## config.mk

```make
export PLATFORM = sky130hd
export DESIGN_NAME = res_station_age
export DESIGN_NICKNAME = d
export VERILOG_FILES = /design/src/rtl/res_station_age.sv
export SDC_FILE = /design/constraint.sdc
export NUM_CORES = 1
export LEC_CHECK = 0
export BUFFER_PORTS_ARGS = -buffer_cell sky130_fd_sc_hd__buf_2
export CAP_MARGIN = 25
export CORE_UTILIZATION = 64
export CTS_BUF_LIST = sky130_fd_sc_hd__clkbuf_16
export CTS_CLUSTER_SIZE = 25
export DETAILED_ROUTE_END_ITERATION = 10
export MAX_ROUTING_LAYER = met4
export PLACE_DENSITY = 0.88
export SLEW_MARGIN = 40
export SYNTH_ARGS = -nofsm -noshare
export SYNTH_HDL_FRONTEND = slang
export SYNTH_SLANG_ARGS = --single-unit
```

## constraint.sdc

```tcl
create_clock -name clk -period 7.8 [get_ports clk]
set_input_delay 0.78 -clock clk [delete_from_list [all_inputs] [get_ports clk]]
set_output_delay 0.78 -clock clk [all_outputs]
set_load 0.02 [all_outputs]
```

## src/rtl/res_station_age.sv

```systemverilog
// Tomasulo reservation station with oldest-first issue.
//
// ENTRIES slots, each holding an opcode and two operands (Q = producer tag, V = value;
// Q == 0 means V is valid). Slots are addressed on the CDB by {RS_ID, slot}.
// An age matrix records allocation order so the oldest ready slot is always presented.
//
// Ports:
//   clk, nRST            clock (rising edge), asynchronous active-low reset
//   flush_i              synchronous clear of all slots, highest priority
//   in_valid_i/in_ready_o dispatch handshake; in_op_i, in_tag{1,2}_i, in_data{1,2}_i
//   alloc_tag_o          tag the next dispatched instruction receives
//   bc_valid_i/bc_tag_i/bc_data_i  CDB broadcast (wakeup, bypass and slot free)
//   iss_valid_o/iss_ready_i        issue handshake; iss_op_o, iss_data{1,2}_o, iss_tag_o
//   count_o              number of busy slots
module res_station_age #(
  parameter int unsigned ENTRIES = 4,
  parameter int unsigned DW      = 32,
  parameter int unsigned OPW     = 2,
  parameter int unsigned TAGW    = 4,
  parameter int unsigned RS_ID   = 1
) (
  input  logic                      clk,
  input  logic                      nRST,
  input  logic                      flush_i,
  input  logic                      in_valid_i,
  output logic                      in_ready_o,
  input  logic [OPW-1:0]            in_op_i,
  input  logic [TAGW-1:0]           in_tag1_i,
  input  logic [DW-1:0]             in_data1_i,
  input  logic [TAGW-1:0]           in_tag2_i,
  input  logic [DW-1:0]             in_data2_i,
  output logic [TAGW-1:0]           alloc_tag_o,
  input  logic                      bc_valid_i,
  input  logic [TAGW-1:0]           bc_tag_i,
  input  logic [DW-1:0]             bc_data_i,
  output logic                      iss_valid_o,
  input  logic                      iss_ready_i,
  output logic [OPW-1:0]            iss_op_o,
  output logic [DW-1:0]             iss_data1_o,
  output logic [DW-1:0]             iss_data2_o,
  output logic [TAGW-1:0]           iss_tag_o,
  output logic [$clog2(ENTRIES):0]  count_o
);

  localparam int unsigned SW  = $clog2(ENTRIES);
  localparam int unsigned IDW = TAGW - SW;
  localparam logic [IDW-1:0] RsId = IDW'(RS_ID);

  logic [ENTRIES-1:0] busy_q, busy_d;
  logic [ENTRIES-1:0] issued_q, issued_d;
  logic [OPW-1:0]     op_q [ENTRIES];
  logic [OPW-1:0]     op_d [ENTRIES];
  logic [TAGW-1:0]    q1_q [ENTRIES];
  logic [TAGW-1:0]    q1_d [ENTRIES];
  logic [TAGW-1:0]    q2_q [ENTRIES];
  logic [TAGW-1:0]    q2_d [ENTRIES];
  logic [DW-1:0]      v1_q [ENTRIES];
  logic [DW-1:0]      v1_d [ENTRIES];
  logic [DW-1:0]      v2_q [ENTRIES];
  logic [DW-1:0]      v2_d [ENTRIES];
  // older_q[i][j] = 1: slot i was allocated before slot j (only meaningful while both busy)
  logic [ENTRIES-1:0] older_q [ENTRIES];
  logic [ENTRIES-1:0] older_d [ENTRIES];

  logic [ENTRIES-1:0] ready, sel, alloc_oh;
  logic [SW-1:0]      free_idx;
  logic               accept, iss_fire, byp1, byp2, bc_wake;

  function automatic logic [TAGW-1:0] slot_tag(int i);
    return {RsId, SW'(i)};
  endfunction

  // Allocation uses registered busy only, so a slot freed this cycle is not reused yet.
  always_comb begin
    free_idx = '0;
    for (int i = ENTRIES - 1; i >= 0; i--) begin
      if (!busy_q[i]) free_idx = SW'(i);
    end
    for (int i = 0; i < ENTRIES; i++) begin
      alloc_oh[i] = !busy_q[i] && (free_idx == SW'(i));
    end
  end

  assign in_ready_o  = ~&busy_q;
  assign accept      = in_valid_i && in_ready_o;
  assign alloc_tag_o = {RsId, free_idx};

  // Oldest ready slot: ready and no other ready slot is older.
  always_comb begin
    for (int i = 0; i < ENTRIES; i++) begin
      ready[i] = busy_q[i] && !issued_q[i] && (q1_q[i] == '0) && (q2_q[i] == '0);
    end
    for (int i = 0; i < ENTRIES; i++) begin
      sel[i] = ready[i];
      for (int j = 0; j < ENTRIES; j++) begin
        if (j != i && ready[j] && older_q[j][i]) sel[i] = 1'b0;
      end
    end
  end

  // sel is one-hot or zero, so an OR-mux yields zeros when nothing is presented.
  always_comb begin
    iss_op_o    = '0;
    iss_data1_o = '0;
    iss_data2_o = '0;
    iss_tag_o   = '0;
    for (int i = 0; i < ENTRIES; i++) begin
      if (sel[i]) begin
        iss_op_o    = iss_op_o | op_q[i];
        iss_data1_o = iss_data1_o | v1_q[i];
        iss_data2_o = iss_data2_o | v2_q[i];
        iss_tag_o   = iss_tag_o | slot_tag(i);
      end
    end
  end

  assign iss_valid_o = |sel;
  assign iss_fire    = iss_valid_o && iss_ready_i;

  always_comb begin
    count_o = '0;
    for (int i = 0; i < ENTRIES; i++) begin
      count_o = count_o + {{SW{1'b0}}, busy_q[i]};
    end
  end

  assign bc_wake = bc_valid_i && (bc_tag_i != '0);
  assign byp1    = bc_wake && (bc_tag_i == in_tag1_i);
  assign byp2    = bc_wake && (bc_tag_i == in_tag2_i);

  always_comb begin
    busy_d   = busy_q;
    issued_d = issued_q;
    op_d     = op_q;
    q1_d     = q1_q;
    q2_d     = q2_q;
    v1_d     = v1_q;
    v2_d     = v2_q;
    older_d  = older_q;
    if (flush_i) begin
      busy_d   = '0;
      issued_d = '0;
      for (int i = 0; i < ENTRIES; i++) older_d[i] = '0;
    end else begin
      for (int i = 0; i < ENTRIES; i++) begin
        if (bc_wake && busy_q[i]) begin
          if (q1_q[i] == bc_tag_i) begin
            q1_d[i] = '0;
            v1_d[i] = bc_data_i;
          end
          if (q2_q[i] == bc_tag_i) begin
            q2_d[i] = '0;
            v2_d[i] = bc_data_i;
          end
        end
        if (iss_fire && sel[i]) issued_d[i] = 1'b1;
        if (bc_valid_i && (bc_tag_i == slot_tag(i))) busy_d[i] = 1'b0;
      end
      // The allocated slot was not busy, so the wakeup/free above never touched it.
      for (int i = 0; i < ENTRIES; i++) begin
        if (accept && alloc_oh[i]) begin
          busy_d[i]   = 1'b1;
          issued_d[i] = 1'b0;
          op_d[i]     = in_op_i;
          q1_d[i]     = byp1 ? '0 : in_tag1_i;
          v1_d[i]     = byp1 ? bc_data_i : in_data1_i;
          q2_d[i]     = byp2 ? '0 : in_tag2_i;
          v2_d[i]     = byp2 ? bc_data_i : in_data2_i;
          older_d[i]  = '0;
          for (int j = 0; j < ENTRIES; j++) begin
            if (j != i) older_d[j][i] = 1'b1;
          end
        end
      end
    end
  end

  always_ff @(posedge clk or negedge nRST) begin
    if (!nRST) begin
      busy_q   <= '0;
      issued_q <= '0;
      for (int i = 0; i < ENTRIES; i++) begin
        op_q[i]    <= '0;
        q1_q[i]    <= '0;
        q2_q[i]    <= '0;
        v1_q[i]    <= '0;
        v2_q[i]    <= '0;
        older_q[i] <= '0;
      end
    end else begin
      busy_q   <= busy_d;
      issued_q <= issued_d;
      op_q     <= op_d;
      q1_q     <= q1_d;
      q2_q     <= q2_d;
      v1_q     <= v1_d;
      v2_q     <= v2_d;
      older_q  <= older_d;
    end
  end

endmodule

```

== Word-level counts from Yosys, hierarchy flattened ==
Cells that the tools add are included.

* Register bits after elaboration: 316
* Bits in latches: 0
* RAM bits: 0
* Memory bits (read-only): 0
* Input port bits: 116
* Output and inout bits: 79
* Logic and storage cells: 294
* Memories kept: 0

* Add/sub/neg operators: 3
* Multipliers: 0
* Divide/modulo/power cells: 0
* $lt $le $gt $ge: 0
* Equality and inequality tests: 17
* Shift operators: 0
* Muxes and demuxes: 116
* Bitwise operators: 10
* Reductions and logical operators: 108

{| class="wikitable"
|+ Operators by type and width
! operator !! count
|-
| $mux 32 || 34
|-
| $or 32x32->32 || 6
|-
| $mux 4 || 32
|-
| $logic_and 1x1->1 || 49
|-
| $reduce_bool 3->1 || 14
|-
| $eq 4x4->1 || 10
|-
| $mux 1 || 37
|-
| $logic_not 4->1 || 8
|-
| $reduce_and 3->1 || 8
|-
| $reduce_bool 2->1 || 12
|-
| $eq 4x3->1 const B || 4
|-
| $mux 16 || 1
|-
| $mux 2 || 8
|-
| $mux 3 || 4
|-
| $logic_not 1->1 || 9
|-
| $reduce_and 2->1 || 4
|-
| $or 2x2->2 || 3
|-
| $eq 2x2->1 const B || 2
|-
| $reduce_and 4->1 || 1
|-
| $reduce_bool 4->1 || 1
|-
| $reduce_or 4->1 || 1
|-
| $add 2x1->3 || 1
|-
| $add 3x1->3 || 1
|-
| $add 1x1->2 || 1
|-
| other kinds (3) || 3
|}

== Depth between registers and ports, before layout ==
* Depth after elaboration: 15
* Mapped depth: 8
* Gate-level depth less buffers: 6

== Least setup slack after synthesis ==
No wires, ideal clock.

* Path type: reg-to-output
* Start point: register q1_q[3] in the netlist's numbering
* End point: output iss_data1_o[12]
* Arrival time: 2.439 ns
* Data required time: 7.020 ns
* Path slack: 4.581 ns
* Cell stages (with the launch flop): 8
* Buffers on the path: 2
* Cells stage by stage: dfrtp_1 -> or4_1 -> or3_1 -> a2111oi_4 -> buf_2 -> buf_2 -> a22oi_1 -> nand2_1

* Longest elaborated chain between the ends: 12
* Elaborated cells on any way between the ends: 19
* Those cells by class: mux: 10; bitwise: 3; reduce/logical: 6

{| class="wikitable"
|+ RTL lines
! item !! RTL line !! source
|-
| from (decl) || 53 || <nowiki>logic [TAGW-1:0] q1_q [ENTRIES];</nowiki>
|-
| from (signal assigned) || 194 || <nowiki>q1_q <= q1_d;</nowiki>
|-
| $logic_not 4->1 (*) || 91 || <nowiki>ready[i] = busy_q[i] && !issued_q[i] && (q1_q[i] == '0) && (q2_q[i] == '0);</nowiki>
|-
| $logic_and 1x1->1 (*) (2 in a row) || 91 ||
|-
| $logic_and 1x1->1 || 96 || <nowiki>if (j != i && ready[j] && older_q[j][i]) sel[i] = 1'b0;</nowiki>
|-
| $mux 1 || 96 ||
|-
| $mux 32 || 108 || <nowiki>if (sel[i]) begin</nowiki>
|-
| $or 32x32->32 || 110 || <nowiki>iss_data1_o = iss_data1_o | v1_q[i];</nowiki>
|-
| $mux 32 || 108 ||
|-
| $or 32x32->32 || 110 ||
|-
| $mux 32 || 108 ||
|-
| $or 32x32->32 || 110 ||
|-
| $mux 32 (*) || 108 ||
|-
| to (decl) || 39 || <nowiki>output logic [DW-1:0] iss_data1_o,</nowiki>
|}

Every way passes the cells marked *; elsewhere a longest branch is shown, timed or not.

== Worst setup path after layout ==
* Start point: register q1_q[3] in the netlist's numbering
* End point: output iss_data2_o[14]

* Longest elaborated chain between the ends: 12
* Elaborated cells on any way between the ends: 19
* Those cells by class: mux: 10; bitwise: 3; reduce/logical: 6

{| class="wikitable"
|+ RTL lines
! item !! RTL line !! source
|-
| $logic_not 4->1 (*) || 91 ||
|-
| $logic_and 1x1->1 (*) (2 in a row) || 91 ||
|-
| $logic_and 1x1->1 || 96 ||
|-
| $mux 1 || 96 ||
|-
| $mux 32 || 108 ||
|-
| $or 32x32->32 || 111 || <nowiki>iss_data2_o = iss_data2_o | v2_q[i];</nowiki>
|-
| $mux 32 || 108 ||
|-
| $or 32x32->32 || 111 ||
|-
| $mux 32 || 108 ||
|-
| $or 32x32->32 || 111 ||
|-
| $mux 32 (*) || 108 ||
|-
| to (decl) || 40 || <nowiki>output logic [DW-1:0] iss_data2_o,</nowiki>
|}

Marked as above.

==> results_dict.tcl <==
set metrics [dict create \
    setup_viol 0 \
    combPwrFrac_pct 14.5 \
    switchingPower_w 0.00124 \
    hp-class "input pin to asynchronous set/reset pin" \
    via_per_inst 6.64 \
    die_area_um2 28000 \
    synth-xor-area-share_pct 2.01 \
    clock_latency_ps 540 \
    detail-route-antenna-nets 0 \
    synth_largest_area_cell "dfrtp_1" \
    syn2layout_area_growth_pct 14.3 \
    drive_above_1_share_pct 38.5 \
    swShare_pct 26.8 \
    hold_viol 0 \
    worstPathMaxFanout 53 \
    period_needed_ps 4610 \
    ys_seq_elements 316 \
    worst_pin_slew_ps 796 \
    netlist.area_leader.share_pct 45.3 \
    rsz0062_at_grt "no" \
    worstPathRequired_ps 7020 \
    gp_congestion 0.931 \
    grt_max_degree 81 \
    startpoint_type "flop" \
    cts_hold_buf 0 \
    slowest_delay_ps 680 \
    overflow 0 \
    fp-row-count 60 \
    end_kind "output pin" \
    crit_chain "or4_1 > or3_1 > a2111oi_4 > buf_4 > a22oi_1 > nand2_1 > buf_2" \
    drt_wl_total_um 48300 \
    ys_warn_count 0 \
    synth_simple_gate_area_share_pct 5.40 \
    cts-root-buf "clkbuf_16" \
    fin_crit_sh_pct 59.1 \
    io_buffers 191 \
    pre_cts_ws_ps 3800 \
    seq_power_share_pct 46.3 \
    first_global_vias 13700 \
    cts_resized 0 \
    numCtsBuffers 36 \
    wl_per_cell_um 24.8 \
    clk_path_buf_depth 3 \
    max-slew-margin-rel_pct 46.9 \
    synth_area_leaders "dfrtp_1 45%, mux2_2 20%, mux2_1 14%" \
    syn_inst 1405 \
    p_int_w 0.00337 \
    grt_pass1_wl_um 76600 \
    rr_worst_depth 6 \
    htreeDepth 2 \
    leakagePower_nw 9.16 \
    first_pass_iters 5 \
    fmax_ghz 0.217 \
    drc 0 \
    skew_ps 24.6 \
    num_vias 12900 \
    post_cts_buffers 0 \
    die_w_um 167 \
    cts_tree "built" \
    clock_power_share_pct 39.2 \
    crit_buf_inv 2 \
    irDropWorstVdd_v 0.000196 \
    synth-main-ff-cell "dfrtp_1" \
    crit_arrival_ps 3830 \
    io_pins 195 \
    slowest_stage "buf_4" \
    ys_seq_area_share_pct 45.3 \
    async_flop_share_pct 100 \
    final.setup.tns_ps 0 \
    slew_violations 0 \
    timing.final.ws_setup_ps 3190 \
    path_clk_slew_ps 60 \
    netlist_area_um2 17500 \
    dpl.hpwl_um 29100 \
    synth_top_family_by_area "multiplexers" \
    cp.depth 7 \
    antenna_found_initial 9 \
    synth-edff-count 0 \
    synth.distinct_cells 48 \
    path_class "flop to output pin" \
    critical-path-top-delay-family "simple AND/OR/NAND/NOR gates" \
    drv_cap 0 \
    synthMuxAreaShare_pct 33.5 \
    core_um2 26900 \
    die_h_um 167 \
    drt_iter0_drc 1311 \
    gr-usage-all-layers_pct 36.3 \
    pwr_density_cell_nw_per_um2 231 \
    synthTopCellsByCount "316 x dfrtp_1, 304 x mux2_2, 216 x mux2_1, 132 x a22oi_1, 73 x nand2_1" \
    synth_adder_area_share_pct 0.401 \
    initial_core_util_pct 65.0 \
    synth_compound_area_share_pct 9.48 \
    synthMostInstantiatedCell "dfrtp_1" \
    outcome "finished, final reports clean" \
    avgSynthCellArea_um2 12.4 \
    clkSinkCount 316 \
    layout.nets 1691 \
]
power by group through the flow:
stage	sequential [W]	clock (W)	combinational, W
after detailed placement	0.00214	0	0.000659
after global routing	0.00216	0.00188	0.000727
after global placement	0.00212	0	0.000622
after CTS	0.00212	0.00182	0.000670
after floorplan	0.00208	0	0.000476
final	0.00213	0.00181	0.000670
per-stage QoR:
step	area, um^2	total power, W	util [%]	std cells	hold WS (ps)
final	20000	0.00461	74.3	1948	95.2
after global routing	20000	0.00476	74.3	1948	102
after CTS	19900	0.00461	74.2	1937	95.1
after detailed placement	18700	0.00280	69.5	1872	493
after global placement	18600	0.00274	69.2	1868	477
after floorplan	17500	0.00255	-	1406	457
flip-flops by register name (all words and copies together), names as in the netlist:
name	cells
v2_q	128
v1_q	128
issued_q	4
older_q	12
q2_q	16
busy_q	4
q1_q	16
op_q	8
final timing paths:
kind | from | to | slack, ps
max | q1_q[3] | iss_data2_o[14] | 3190
min | nRST | v1_q[93] | 100
max reg2reg | busy_q[0] | v1_q[77] | 4680
min reg2reg | older_q[0] | older_q[0] | 480
max in group asynchronous | nRST | q1_q[5] | 6000
min in group clk | older_q[0] | older_q[0] | 480
per-layer routing:
| layer | share of wire [%] | GRT usage (%) |
|---|---|---|
| met4 | 3.2 | 17.2 |
| met5 | 0 | - |
| met2 | 48 | 56.3 |
| met3 | 8.4 | 7.23 |
| met1 | 40 | 46.1 |
final cells by class:
cell class,instances,area [um^2]
multi-input combinational,962,8970
clock buffer,36,901
timing repair buffer,224,1270
clock inverter,29,357
antenna,10,25.0
inverter,30,113
tap,341,427
fill,1681,6900
sequential,316,7910
cells in the final DEF, fill, tap and decap left out, types with 5 or more instances in the layout:
| cell type | n |
|---|---|
| dfrtp_1 | 316 |
| mux2_2 | 304 |
| mux2_1 | 216 |
| buf_2 | 190 |
| a22oi_1 | 132 |
| nand2_1 | 73 |
| clkbuf_16 | 36 |
| xor2_1 | 32 |
| inv_1 | 30 |
| buf_4 | 28 |
| o21ai_0 | 22 |
| nor4_1 | 17 |
| nor2_1 | 16 |
| o22ai_1 | 16 |
| a21oi_1 | 15 |
| clkinv_2 | 11 |
| diode_2 | 10 |
| nand2b_1 | 10 |
| or4bb_1 | 9 |
| nand3_1 | 9 |
| xnor2_1 | 8 |
| o21ai_4 | 7 |
| nor3_1 | 7 |
| bufinv_16 | 7 |
| or4_1 | 5 |
| or2_2 | 5 |
| or3_1 | 5 |
| a21oi_4 | 5 |
| clkinv_1 | 5 |
logic make-up after synthesis:
kind of cell	count (synthesis)
AO/OA/AOI/OAI	217
XOR/XNOR	40
adder cells (fa/ha/maj)	5
buffers and inverters	128
flip-flops	316
multiplexers	520
other	2
AND/OR/NAND/NOR	177
Power figures use the tool's default switching activity.
